`src/rtl/renode_pkg.sv`:
```
// Shared types for the Renode co-simulation bridge.
// Action codes, message field widths and the packed message layout.
package renode_pkg;

  localparam int ACTION_WIDTH  = 8;
  localparam int ADDRESS_WIDTH = 32;
  localparam int DATA_WIDTH    = 64;

  typedef enum logic [ACTION_WIDTH-1:0] {
    ACTION_INVALID    = 8'd0,
    ACTION_TICK_CLOCK = 8'd1,
    ACTION_WRITE_REQ  = 8'd2,
    ACTION_READ_REQ   = 8'd3,
    ACTION_RESET      = 8'd4,
    ACTION_LOG        = 8'd5,
    ACTION_INTERRUPT  = 8'd6,
    ACTION_DISCONNECT = 8'd7
  } action_e;

  typedef logic [ADDRESS_WIDTH-1:0] address_t;
  typedef logic [DATA_WIDTH-1:0]    data_t;

  typedef struct packed {
    action_e  action;
    address_t address;
    data_t    data;
  } message_t;

  function automatic int idx_width(int n);
    return (n > 1) ? $clog2(n) : 1;
  endfunction

endpackage

```
`src/rtl/renode_interrupts_if.sv`:
```
// Valid/ready message port toward the connection arbiter.
// master drives valid/action/address/data, slave drives ready.
interface renode_interrupts_if;
  import renode_pkg::*;

  logic     valid;
  logic     ready;
  action_e  action;
  address_t address;
  data_t    data;

  modport master (
    output valid, action, address, data,
    input  ready
  );

  modport slave (
    input  valid, action, address, data,
    output ready
  );

endinterface

```
`src/rtl/renode_prio_enc.sv`:
```
// Lowest-set-bit priority encoder.
// req: request vector; idx: lowest set index; any: some bit set.
module renode_prio_enc #(
  parameter int N  = 1,
  parameter int IW = 1
) (
  input  logic [N-1:0]  req,
  output logic [IW-1:0] idx,
  output logic          any
);

  // Walk downward so the lowest set bit is the last write.
  always_comb begin
    idx = '0;
    for (int i = N - 1; i >= 0; i--) begin
      if (req[i]) idx = IW'(i);
    end
  end

  assign any = |req;

endmodule

```
`src/rtl/renode_interrupts.sv`:
```
// Turns interrupt level changes into Renode "interrupt" messages.
// clk/rst_n, interrupts[N] levels in, msg master port out.
module renode_interrupts
  import renode_pkg::*;
#(
  parameter int InterruptsCount = 1
) (
  input  logic                       clk,
  input  logic                       rst_n,
  input  logic [InterruptsCount-1:0] interrupts,
  renode_interrupts_if.master        msg
);

  localparam int N  = InterruptsCount;
  localparam int IW = idx_width(N);

  typedef enum logic {IDLE, SEND} state_e;

  state_e         state;
  state_e         state_nx;
  logic [N-1:0]   sampled;
  logic [N-1:0]   reported;
  logic [N-1:0]   inflight;
  logic [N-1:0]   pending;
  logic [IW-1:0]  idx;
  logic [IW-1:0]  pick;
  logic           level;
  logic           any;
  logic           load;
  logic           accept;
  message_t       out_msg;

  always_ff @(posedge clk or negedge rst_n) begin
    if (!rst_n) sampled <= '0;
    else        sampled <= interrupts;
  end

  always_comb begin
    inflight = '0;
    if (state == SEND) inflight[idx] = 1'b1;
  end

  assign pending = (sampled ^ reported) & ~inflight;

  renode_prio_enc #(
    .N  (N),
    .IW (IW)
  ) u_prio (
    .req (pending),
    .idx (pick),
    .any (any)
  );

  assign load   = (state == IDLE) && any;
  assign accept = (state == SEND) && msg.ready;

  always_ff @(posedge clk or negedge rst_n) begin
    if (!rst_n) state <= IDLE;
    else        state <= state_nx;
  end

  always_comb begin
    state_nx = state;
    unique case (state)
      IDLE: if (any)       state_nx = SEND;
      SEND: if (msg.ready) state_nx = IDLE;
      default:             state_nx = IDLE;
    endcase
  end

  always_ff @(posedge clk or negedge rst_n) begin
    if (!rst_n) begin
      idx   <= '0;
      level <= 1'b0;
    end else if (load) begin
      idx   <= pick;
      level <= sampled[pick];
    end
  end

  always_ff @(posedge clk or negedge rst_n) begin
    if (!rst_n)      reported      <= '0;
    else if (accept) reported[idx] <= level;
  end

  always_comb begin
    out_msg         = '0;
    out_msg.action  = ACTION_INTERRUPT;
    out_msg.address = ADDRESS_WIDTH'(idx);
    out_msg.data    = DATA_WIDTH'(level);
    msg.valid       = (state == SEND);
    msg.action      = out_msg.action;
    msg.address     = out_msg.address;
    msg.data        = out_msg.data;
  end

endmodule

```
`src/flat_wrapper.sv`:
```
// flat-port wrapper written by rule: the top's interface ports become plain ports
module renode_interrupts_flat import renode_pkg::*;
#(
  parameter int InterruptsCount = 1
)
  (clk, rst_n, interrupts, msg_valid, msg_action, msg_address, msg_data, msg_ready);
  renode_interrupts_if msg_i ();
  input  logic clk;
  input  logic rst_n;
  input  logic [InterruptsCount-1:0] interrupts;
  output wire logic [$bits(msg_i.valid)-1:0] msg_valid;
  output wire logic [$bits(msg_i.action)-1:0] msg_action;
  output wire logic [$bits(msg_i.address)-1:0] msg_address;
  output wire logic [$bits(msg_i.data)-1:0] msg_data;
  input wire logic [$bits(msg_i.ready)-1:0] msg_ready;
  assign msg_valid = msg_i.valid;
  assign msg_action = msg_i.action;
  assign msg_address = msg_i.address;
  assign msg_data = msg_i.data;
  assign msg_i.ready = msg_ready;
  renode_interrupts #(.InterruptsCount(InterruptsCount)) u_core (.clk(clk), .rst_n(rst_n), .interrupts(interrupts), .msg(msg_i));
endmodule
```
`config.mk`:
```
export PLATFORM = sky130hd
export DESIGN_NAME = renode_interrupts_flat
export DESIGN_NICKNAME = d
export VERILOG_FILES = /design/src/rtl/renode_pkg.sv /design/src/rtl/renode_interrupts_if.sv /design/src/rtl/renode_prio_enc.sv /design/src/rtl/renode_interrupts.sv /design/src/flat_wrapper.sv
export SDC_FILE = /design/constraint.sdc
export NUM_CORES = 1
export LEC_CHECK = 0
export CAP_MARGIN = 20
export CORE_MARGIN = 5
export CORE_UTILIZATION = 29
export CTS_CLUSTER_DIAMETER = 200
export CTS_CLUSTER_SIZE = 10
export DETAILED_ROUTE_END_ITERATION = 8
export PLACE_DENSITY = 0.82
export SLEW_MARGIN = 0
export SYNTH_ARGS = -nofsm -noshare
export SYNTH_HDL_FRONTEND = slang
export SYNTH_HIERARCHICAL = 1
export SYNTH_SLANG_ARGS = --single-unit
```
`constraint.sdc`:
```
create_clock -name clk -period 1.6 [get_ports clk]
set_clock_uncertainty 0.15 [all_clocks]
set_input_delay 0.4 -clock clk [delete_from_list [all_inputs] [get_ports clk]]
set_output_delay 0.4 -clock clk [all_outputs]
set_load 0.005 [all_outputs]
```
==> impl_metrics.ini, run 1 <==
[run_status]
status = completed

[layout]
fin_cells = 175
drive_gt1_share_pct = 6.98
final_area_um2 = 758
multi_input_area_um2 = 474
area_growth_pct = -25.9
fillers = 396
regArea_um2 = 125
num_antenna_cells = 0
fin_nets = 134

[floorplanning]
dieArea_mm2 = 0.00482
core_mm2 = 0.00339
start_util_pct = 30.2
dieWidth_um = 69.4
die_height_um = 69.4
num_rows = 21
num_io_pins = 109

[timing]
rsz0062_at_grt = no
setup_viol = 0
hold_ws_ps = 232
hold_viol = 0
fmax_mhz = 692
period_needed_ps = 1440
finalSetupTns_ps = 0
fin_crit_sh_pct = 90.3
slew_viol_final = 0

[critical_path]
critPathTopFamily = flip-flops
path_cells = dlygate4sd2_1
critPathKind = reg2out
worstSetupStartpointType = register
required_ps = 1050
critPathBufInv = 1
crit_arrival_ps = 890
crit_slowest_cell = dfrtp_1
end_kind = output port
crit_fanout = 3
cpPeakStageDelay_ps = 380

[placement]
placed_area_um2 = 721
gp_congestion = 0.647
placedCellCount = 169
place.detailed.hpwl_um = 1120
portBuffers = 6

[clocking]
clkLatencyLatePin_ps = 240
path_clk_slew_ps = 40
cts_htree_levels = 1
clkSinkCount = 5
cts_buffer_depth = 2
root_buffer = clkbuf_4
cts_made_buffers = 3
tritoncts = yes
postCtsHoldBufs = 0

[routing]
drt-vias-per-instance = 2.39
antenna_left = 0
firstDrtPassIters = 2
route.detailed.drc = 0
drt_wl_total_um = 1190
via_count = 419
first_iter_violations = 3
wl_per_cell_um = 6.77

[yosys]
ys_ff_latch = 5
synth_xor_xnor_area_share_pct = 0.856
yosysWarnings = 6
avgSynthCellArea_um2 = 8.32
muxShareOfSynthArea_pct = 4.40
synth-simple-area-share_pct = 2.08
synth_fa_ha_area_share_pct = 0
seq_area_frac_synth_pct = 12.2
synthCells = 123
synth.distinct_cells = 10
synth_top_family_by_area = buffers and inverters
synth-compound-area-share_pct = 1.22
netlist_area_mm2 = 0.00102

[global_routing]
grt_pass1_vias = 344
grt_max_degree = 6
overflow = 0
grtUsageTotal_pct = 4.16
grt_pass1_wl_um = 1530
antenna_found_initial = 0

[power_and_ir_drop]
irDropWorstVdd_v = 0.000199
p_leak_nw = 0.494
power_per_cell_area_mw_per_mm2 = 945

[flow_run]
drv_cap = 0

[hold_path]
hp-class = in2async
-- area by class of cell --
cell class	count	area share, %
tap	46	7.59
clock buffer	4	3.47
sequential	5	16.5
inverter	1	0.495
timing repair buffer	8	9.41
multi-input combinational	111	62.5
-- final timing paths --
path,startpoint,end,slack (ps),depth (start not counted)
min in group clk,u_core/sampled,u_core/level,380,1
worst min-delay path,rst_n,u_core/sampled,230,1
worst min register to register,u_core/sampled,u_core/level,380,1
worst max register to register,u_core/reported,u_core/idx,230,4
max in group asynchronous,rst_n,u_core/idx,880,1
worst max-delay path,u_core/level,msg_data[0],160,1
-- what timing repair did --
item	CTS	global route
resized for setup	3	0
buffers inserted	2	0
endpoints found under the setup margin	3	0
-- where the power goes --
group / total [mW] / internal, mW / switching, mW
sequential: 0.210 / 0.181 / 0.0287
combinational: 0.361 / 0.196 / 0.165
clock: 0.145 / 0.0942 / 0.0511
total: 0.716 / 0.472 / 0.245
-- registers in the layout, summed over array words and instances, names as in the netlist --
register          cells
u_core/sampled        1
u_core/reported       1
u_core/msg.valid      1
u_core/level          1
u_core/idx            1
-- cells by family after synthesis --
kind of cell / after synthesis
AO/OA/AOI/OAI: 2
XOR/XNOR: 1
buffers and inverters: 107
flip-flops: 5
multiplexers: 3
other: 3
AND/OR/NAND/NOR: 2
-- cells in the final DEF (no fill, tap or decap) --
cell | Yosys | layout
conb_1 | 3 | 103
dfrtp_1 | 5 | 5
clkbuf_4 | 0 | 3
clkdlybuf4s50_1 | 0 | 3
dlygate4sd2_1 | 0 | 3
mux2_4 | 3 | 3
buf_4 | 106 | 2
clkbuf_1 | 0 | 1
inv_1 | 1 | 1
xor2_1 | 1 | 1
o21a_1 | 1 | 1
nand2b_4 | 1 | 1
o21ai_0 | 1 | 1
nand3b_1 | 1 | 1
-- routing by layer --
layer  GRT usage (%)  wire length (um)  vias to the layer above
li1                -                 -                      175
met1            2.50               207                      181
met2            7.42               613                       61
met3            4.49               355                        2
met4            1.95                 8                        0
met5               0                 0                        -
-- Yosys cell counts --
cell type  number  area (um2)
buf_4         106         796
dfrtp_1         5         125
conb_1          3        11.3
mux2_4          3        45.0
inv_1           1        3.75
nand2b_4        1        13.8
nand3b_1        1        7.51
o21a_1          1        7.51
o21ai_0         1        5.00
xor2_1          1        8.76
-- per-stage QoR --
| stage | util (%) | total power, mW | worst slack (ps) |
|---|---|---|---|
| 3_5_place_dp | 21.3 | 0.562 | 26.3 |
| 5_1_grt | 22.4 | 0.776 | 114 |
| 4_1_cts | 22.4 | 0.723 | 137 |
| 2_1_floorplan | - | 0.686 | 232 |
| 6_report | 22.4 | 0.716 | 156 |
| 3_3_place_gp | 21.3 | 0.545 | 33.6 |
Power figures use the tool's default switching activity.
==> inputs of run 2 (changes only) <==
--- a/config.mk
+++ b/config.mk
@@ -7,13 +7,12 @@
 export LEC_CHECK = 0
 export CAP_MARGIN = 20
 export CORE_MARGIN = 5
-export CORE_UTILIZATION = 29
+export CORE_UTILIZATION = 27
 export CTS_CLUSTER_DIAMETER = 200
 export CTS_CLUSTER_SIZE = 10
 export DETAILED_ROUTE_END_ITERATION = 8
-export PLACE_DENSITY = 0.82
+export PLACE_DENSITY = 0.8
 export SLEW_MARGIN = 0
 export SYNTH_ARGS = -nofsm -noshare
 export SYNTH_HDL_FRONTEND = slang
-export SYNTH_HIERARCHICAL = 1
 export SYNTH_SLANG_ARGS = --single-unit
==> run 2 against run 1 <==
Against the previous run:
- first-iteration DRC count shrank 100%
- flip-flop and latch count fell by 1
- sequential power shrank 18%
- critical path type unchanged
- critical endpoint unchanged
==> impl_metrics.ini, run 2 <==
[floorplanning]
dieArea_mm2 = 0.00480
start_util_pct = 28.2
num_io_pins = 109
core_mm2 = 0.00336
dieWidth_um = 69.3
num_rows = 21
die_height_um = 69.3

[critical_path]
critPathBufInv = 1
critPathKind = reg2out
worst-path-stages = 1
required_ps = 1050
r2r_cells = 3
critPathTopFamily = flip-flops
crit_fanout = 4
cpPeakStageDelay_ps = 400
end_kind = output port
rr_endpoint = u_core.reported
worstSetupStartpointType = register
r2r_start = u_core.msg.valid
crit_slowest_cell = dfrtp_1
crit_arrival_ps = 910
crit_end = msg_data[0]
r2r_setup_slack_ps = 450
crit_start = u_core.level
path_cells = dlygate4sd2_1

[global_routing]
grtUsageTotal_pct = 4.12
grt_max_degree = 5
grt_pass1_wl_um = 1510
overflow = 0
grt_pass1_vias = 341
antenna_found_initial = 0

[layout]
fin_nets = 129
drive_gt1_share_pct = 4.88
final_cell_mix = conb_1, dfrtp_1, clkbuf_4, clkdlybuf4s50_1, dlygate4sd2_1
layout_commonest_cell = conb_1
final_area_um2 = 682
num_antenna_cells = 0
fin_cells = 169
area_growth_pct = -28.1

[clocking]
cts_made_buffers = 3
root_buffer = clkbuf_4
tritoncts = yes
cts_buffer_depth = 2
clkLatencyLatePin_ps = 230
postCtsHoldBufs = 0
clkSinkCount = 4
path_clk_slew_ps = 40
cts_htree_levels = 1

[yosys]
synth.distinct_cells = 10
ys_ff_latch = 4
netlist.top_cell.by_area = buf_4
yosysMostFrequentCell = buf_4
avgSynthCellArea_um2 = 8.11
yosysTopAreaCellShare_pct = 82.3
netlist_area_um2 = 948
async_flop_share_pct = 100
ys_top_cells_by_count = buf_4, dfrtp_1, conb_1
ys.flop_type = dfrtp_1
synthCells = 117
ys_top_cells_by_area = buf_4, dfrtp_1, mux2_4
synth_edf_count = 0
yosysWarnings = 0
seq_area_frac_synth_pct = 10.6

[placement]
portBuffers = 5
place.detailed.hpwl_um = 1100
placedCellCount = 165
gp_congestion = 0.504
placed_area_um2 = 654

[routing]
drt-vias-per-instance = 2.30
wl_per_cell_um = 6.73
drt_wl_total_um = 1140
via_count = 389
firstDrtPassIters = 1
first_iter_violations = 0
route.detailed.drc = 0
antenna_left = 0

[power_and_ir_drop]
p_leak_nw = 0.445
power_per_cell_area_mw_per_mm2 = 764
irDropWorstVdd_v = 0.000142

[timing]
hold_viol = 0
setup_viol = 0
finalSetupTns_ps = 0
fin_crit_sh_pct = 91.2
rsz0062_at_grt = no
fmax_mhz = 685
slew_viol_final = 0
period_needed_ps = 1460

[hold_path]
hp-class = in2async

[run_status]
status = completed

[flow_run]
drv_cap = 0
==> run 2: changes by cell type after synthesis <==
cell	before	now
o21bai_1	0	1
nand2_2	0	1
nand2b_4	1	0
conb_1	3	2
buf_4	106	104
o21ai_0	1	0
nand2b_1	0	1
dfrtp_1	5	4
nand3b_1	1	0
mux2_4	3	1
inv_1	1	0
a22o_1	0	1
==> run 2: repair_timing <==
item | CTS | global route
setup buffers | 1 | 0
setup endpoints to repair | 2 | 0
gates resized for setup | 2 | 0
==> run 2: worst min-delay path by stage <==
stage / slack (ps) / startpoint / cells past startpoint / end
finish: 220 / rst_n / 1 / u_core.msg.valid
CTS: 220 / rst_n / 1 / u_core.msg.valid
global route: 230 / rst_n / 1 / u_core.msg.valid
floorplan: -50 / rst_n / 0 / u_core.level
detailed placement: 380 / u_core.sampled / 1 / u_core.level
global placement: 350 / u_core.sampled / 1 / u_core.level
==> run 2: metal layers <==
layer  track usage [%]  vias up  share of wire (%)
li1                  -      161                  -
met1              2.41      167                 20
met2              7.42       59                 52
met3              2.75        2                 26
met4              4.56        0                1.3
met5                 0        -                  0
==> run 2: stage by stage <==
step	util [%]	worst slack [ps]	hold WS, ps	total power, mW
after floorplan	-	545	-45.6	0.510
after global placement	19.5	90.7	350	0.383
after detailed placement	19.5	76.3	380	0.396
after CTS	20.3	121	217	0.528
after global routing	20.3	98.8	225	0.570
final	20.3	141	222	0.521
==> run 2: cells by family (layout without fill, tap and decap cells) <==
| kind of cell | count (synthesis) | after routing | share of synthesized area, % |
|---|---|---|---|
| other cells | 2 | 103 | 0.792 |
| compound gates | 3 | 3 | 2.51 |
| mux | 1 | 1 | 1.58 |
| flops | 4 | 4 | 10.6 |
| xor+xnor | 1 | 1 | 0.924 |
| simple gates | 2 | 2 | 1.32 |
| buf+inv | 104 | 9 | 82.3 |
==> run 2: where the power goes <==
group	internal, mW	switching [mW]
sequential	0.140	0.0323
clock	0.0837	0.0388
combinational	0.105	0.120
==> run 2: final cells by class <==
| cell class | count | area [um2] |
|---|---|---|
| fill | 412 | 2680 |
| multi-input combinational | 110 | 447 |
| sequential | 4 | 100 |
| tap | 46 | 57.6 |
| timing repair buffer | 6 | 55.1 |
| clock buffer | 3 | 22.5 |
==> RTL edit 1, RTL diff (flow settings as in run 2) <==
Change the package constant `ADDRESS_WIDTH` from 32 to 40.
--- a/src/rtl/renode_pkg.sv
+++ b/src/rtl/renode_pkg.sv
@@ -5,3 +5,3 @@
   localparam int ACTION_WIDTH  = 8;
-  localparam int ADDRESS_WIDTH = 32;
+  localparam int ADDRESS_WIDTH = 40;
   localparam int DATA_WIDTH    = 64;
Interface: changed (resized msg_address); port bits go from 109 to 117. The function was not compared with the original's and may differ.
==> RTL edit 1 against run 2 <==
- non-clock buffer count increased by 1
- area after synthesis grew 6.3%
- worst setup slack improved by 0.063 ns
- utilization is 0.11 points higher
- cell count rose by 6.5%
- power is 21% higher
- fmax is 4.5% higher
- clock power up 74%
- sequential cell count unchanged
- hold slack improved by 0.014 ns
- design area up 8.6%
- wire length increased by 7.6%
- critical path type unchanged
- largest power group unchanged
==> RTL edit 1: results (changes against run 2) <==
[cells_and_area]
num_antenna_cells = 0  ; unchanged
fillCellCount = 445  ; was 412
drive_gt1_share_pct = 5.30  ; was 4.88%
design.seq.count = 4  ; unchanged
num-clock-buffers = 3  ; unchanged
multi_input_cells = 118  ; was 110
seq_share_pct = 13.5  ; was 14.7%
layout.nonclk_buf_share_pct = 8.45  ; was 8.07%
layout.nets = 138  ; was 129
buffers = 7  ; was 6
multi_input_area_sq_um = 477  ; was 447 sq um
final-clk-cell-share_pct = 5.57  ; was 3.30%

[detailed_routing]
drt-total-wl_mm = 1.23  ; was 1.14 mm
drtPass1Iterations = 3  ; was 1
viasPerCell = 2.26  ; was 2.30
num_vias = 406  ; was 389
initialDrtViolationCount = 4  ; was 0

[logic_synthesis]
yosysSeqAreaShare_pct = 9.93  ; was 10.6%
synth_common_cells = buf_4, dfrtp_1, conb_1  ; unchanged
synthFlopType = dfrtp_1  ; unchanged
ys.warnings.count = 0  ; unchanged
syn-instance-count = 125  ; was 117
ys_top_cells_by_area = buf_4, dfrtp_1, mux2_4  ; unchanged

[clock_network]
cts-root-buf = clkbuf_8  ; was clkbuf_4

[power]
vdd_drop_max_mv = 0.225  ; was 0.142 mV
seqPwrFrac_pct = 26.3  ; was 33.1%
comb_power_share_pct = 39.8  ; was 43.4%
switching_power_w = 0.000211  ; was 0.000192 W
power.leakage_nw = 0.483  ; was 0.445 nW

[critical_path]
cp_top_family = flip-flops  ; unchanged
cp_slowest_cell = dfrtp_1  ; unchanged
worstPathMaxFanout = 2  ; was 4
cp.arrival_ns = 0.85  ; was 0.91 ns
rr_startpoint = u_core.msg.valid  ; unchanged
worstRegToRegCells = 3  ; unchanged
max_stage_delay_ns = 0.36  ; was 0.40 ns
rr_endpoint = u_core.reported  ; unchanged

[hold_path]
hold_path_class = in -> async  ; unchanged

[placement]
globalplace.congestion = 0.568  ; was 0.504
hpwl_mm = 1.14  ; was 1.10 mm
port_buffers = 5  ; unchanged
placed_cells = 175  ; was 165

[global_route]
first_global_vias = 272  ; was 341
grt_max_degree = 5  ; unchanged
track_usage_pct = 3.78  ; was 4.12%
overflow = 0  ; unchanged
grt_first_pass_wirelength_mm = 1.28  ; was 1.51 mm

[run_status]
status = complete, no violations  ; unchanged

[sta]
timing.setup.tns_ns = 0  ; unchanged

[RTL edit 1: cell count changes after synthesis, sizes merged]
cell	run 2	this run
buf	104	112
[RTL edit 1: how the worst min path moves through the flow]
stage / startpoint / to / slack [ns] / depth (start not counted)
after global routing: rst_n / u_core.level / 0.25 / 1
after floorplan: rst_n / u_core.level / -0.05 / 0
after CTS: rst_n / u_core.level / 0.24 / 1
after detailed placement: u_core.sampled / u_core.level / 0.37 / 1
after global placement: u_core.sampled / u_core.level / 0.35 / 1
final: rst_n / u_core.level / 0.24 / 1
[RTL edit 1: kinds of logic (layout without fill, tap and decap cells)]
logic type	after synthesis	count (layout)	synth area share, %
and+or+nand+nor	2	2	1.24
muxes	1	1	1.49
xor gates and xnor gates	1	1	0.869
DFF	4	4	9.93
buffers and inverters	112	10	83.4
AOI/OAI and AO/OA	3	3	2.36
other	2	111	0.745
[RTL edit 1: routing by layer]
metal,vias to the layer above,GRT usage (%),wire (um)
met5,-,0,0
met4,0,3.13,24
met3,2,4.69,409
met2,65,5.15,573
met1,170,2.69,218
li1,169,-,-
[RTL edit 1: through the flow]
stage | power (W) | setup WS [ns] | utilization [%] | instance area [sq um]
global placement | 0.000382 | 0.0578 | 18.9 | 687
floorplan | 0.000528 | 0.545 | - | 1420
CTS | 0.000632 | 0.190 | 20.4 | 741
finish | 0.000631 | 0.204 | 20.4 | 741
global route | 0.000690 | 0.169 | 20.4 | 741
detailed placement | 0.000393 | 0.0619 | 18.9 | 687
[RTL edit 1: repair_timing]
action / CTS / global route
resized for setup: 2 / 0
buffers inserted: 2 / 0
endpoints found under the setup margin: 2 / 0
hold buffers: 0 / 0
==> RTL edit 2, RTL diff (settings of run 2) <==
Without the edit above. Make the reset (`rst_n`) synchronous in 4 clocked blocks.
--- a/src/rtl/renode_interrupts.sv
+++ b/src/rtl/renode_interrupts.sv
@@ -32,3 +32,3 @@
 
-  always_ff @(posedge clk or negedge rst_n) begin
+  always_ff @(posedge clk) begin
     if (!rst_n) sampled <= '0;
@@ -56,3 +56,3 @@
 
-  always_ff @(posedge clk or negedge rst_n) begin
+  always_ff @(posedge clk) begin
     if (!rst_n) state <= IDLE;
@@ -70,3 +70,3 @@
 
-  always_ff @(posedge clk or negedge rst_n) begin
+  always_ff @(posedge clk) begin
     if (!rst_n) begin
@@ -80,3 +80,3 @@
 
-  always_ff @(posedge clk or negedge rst_n) begin
+  always_ff @(posedge clk) begin
     if (!rst_n)      reported      <= '0;
Behaviour: differs if rst_n is asserted again (counterexample within 4 cycles, from zero or initial values and one cycle with rst_n low); with rst_n held inactive, the same outputs for 10 cycles.
==> RTL edit 2 against run 2 <==
- area after synthesis shrank 0.92%
- via count grew 3.6%
- wire length shrank 3.9%
- first-iteration DRC count grew 3
- sequential cell count is the same
- die area shrank 0.78%
- worst setup slack gained 0.055 ns
- utilization shrank 0.45 points
- fmax grew 3.9%
- design area shrank 2.2%
- sequential share of layout area shrank 2.5 points
- critical endpoint is now msg_valid
Power is not compared: it rests on default switching activity, and its combinational part moved more than twofold at a synthesized area within 25%.
==> RTL edit 2: results (changes against run 2) <==
[logic_synthesis]
synth_common_cells = buf_4, dfxtp_1, conb_1, nand2_1  ; was buf_4, dfrtp_1, conb_1
yosysSeqAreaShare_pct = 8.52  ; was 10.6%
synthFlopType = dfxtp_1  ; was dfrtp_1
ys_async_sr_fraction_pct = 0  ; was 100%
yosysUniqueCellTypes = 13  ; was 10
ys_top_cells_by_area = buf_4, dfxtp_1, o211a_1  ; was buf_4, dfrtp_1, mux2_4
ys.warnings.count = 0  ; unchanged

[power]
power.leakage_nw = 0.442
vdd_drop_max_mv = 0.313

[clock_network]
cts-root-buf = clkbuf_4  ; unchanged
clock_latency_ns = 0.24
path_clk_slew_ns = 0.04  ; about the same
cts_setup_buffers = 0  ; was 1
clockBufferDepth = 2  ; unchanged
cts-buffers-inserted = 3  ; unchanged
cts_max_level = 1  ; unchanged
cts_resized = 3  ; was 2

[cells_and_area]
fillCellCount = 402  ; was 412
drive_gt1_share_pct = 3.17  ; was 4.88%
num_antenna_cells = 0  ; unchanged
layout.nets = 132  ; was 129

[critical_path]
cp.arrival_ns = 0.85  ; was 0.91 ns
rr_endpoint = u_core.msg.valid  ; was u_core.reported
max_stage_delay_ns = 0.36  ; was 0.40 ns
cp_slowest_cell = dfxtp_2  ; was dfrtp_1
worstPathMaxFanout = 6  ; was 4
rr_startpoint = u_core.reported  ; was u_core.msg.valid
r2r_slack_ns = 0.65  ; was 0.45 ns
cp_top_family = flip-flops  ; unchanged
worstRegToRegCells = 2  ; was 3
worst_setup_path_end_kind = output pin  ; unchanged

[hold_path]
hold_path_class = reg -> reg  ; was in -> async
worstHoldEndpoint = u_core.reported
min_from = u_core.reported
hold_depth = 2

[global_route]
first_global_vias = 257  ; was 341
antenna_found_initial = 0  ; unchanged
grt_max_degree = 7  ; was 5
grt_first_pass_wirelength_um = 945  ; was 1.51 mm
track_usage_pct = 2.84  ; was 4.12%

[detailed_routing]
drtPass1Iterations = 2  ; was 1
initialDrtViolationCount = 3  ; was 0
routedWlPerCell_um = 6.36  ; was 6.73 um
remaining_drc_errors = 0  ; unchanged
viasPerCell = 2.34  ; was 2.30

[placement]
port_buffers = 5  ; unchanged
globalplace.congestion = 0.578  ; was 0.504
hpwl_mm = 1.05  ; was 1.10 mm

[sta]
whs_ns = 0.339  ; was 0.222 ns

[run_status]
status = complete, no violations  ; unchanged

RTL edit 2: cell type report:
class | instances | area [sq um] | area share (%)
Multi-Input combinational cell | 114 | 458 | 68.7
Sequential cell | 4 | 81.3 | 12.2
Tap cell | 46 | 57.6 | 8.63
Timing Repair Buffer | 5 | 47.5 | 7.13
Clock buffer | 3 | 22.5 | 3.38
RTL edit 2: how the worst max path moves through the flow:
stage | from | endpoint | slack [ns] | cells past startpoint
after global routing | u_core.level | msg_data[0] | 0.15 | 1
after floorplan | u_core.level | msg_data[0] | 0.61 | 1
after CTS | u_core.level | msg_data[0] | 0.19 | 1
after detailed placement | u_core.msg.valid | msg_valid | 0.12 | 1
after global placement | u_core.msg.valid | msg_valid | 0.15 | 1
final | u_core.msg.valid | msg_valid | 0.20 | 1
RTL edit 2: power by group:
group / total [W] / internal (W) / switching [W]
clock network: 0.000128 / 0.0000841 / 0.0000437
logic: 0.0000892 / 0.0000179 / 0.0000713
registers: 0.000114 / 0.000108 / 0.00000674
total: 0.000331 / 0.000210 / 0.000122
RTL edit 2: metal layers:
metal  vias up  GRT usage (%)  share of wire, %
met1       169           1.72                15
met3         3           2.27                28
met2        58           4.88                55
met5         -              0                 0
li1        173              -                 -
met4         0           2.92               1.9
RTL edit 2: metrics by stage:
stage | worst slack (ns) | cell area [sq um] | std cells
6_report | 0.196 | 667 | 172
2_1_floorplan | 0.609 | 1320 | 222
4_1_cts | 0.187 | 667 | 172
3_3_place_gp | 0.154 | 646 | 169
5_1_grt | 0.155 | 667 | 172
3_5_place_dp | 0.120 | 646 | 169
RTL edit 2: cell families after synthesis:
| kind of cell | count (synthesis) | share of synthesized area, % |
|---|---|---|
| compound gates | 5 | 4.00 |
| flops | 4 | 8.52 |
| xor+xnor | 1 | 0.932 |
| other cells | 2 | 0.799 |
| buf+inv | 104 | 83.1 |
| simple gates | 5 | 2.66 |
RTL edit 2: worst min-delay path: stages (launching register included):
cell	delay, ns
dfxtp_1	0.32
nand2_1	0.06
a21boi_0	0.06
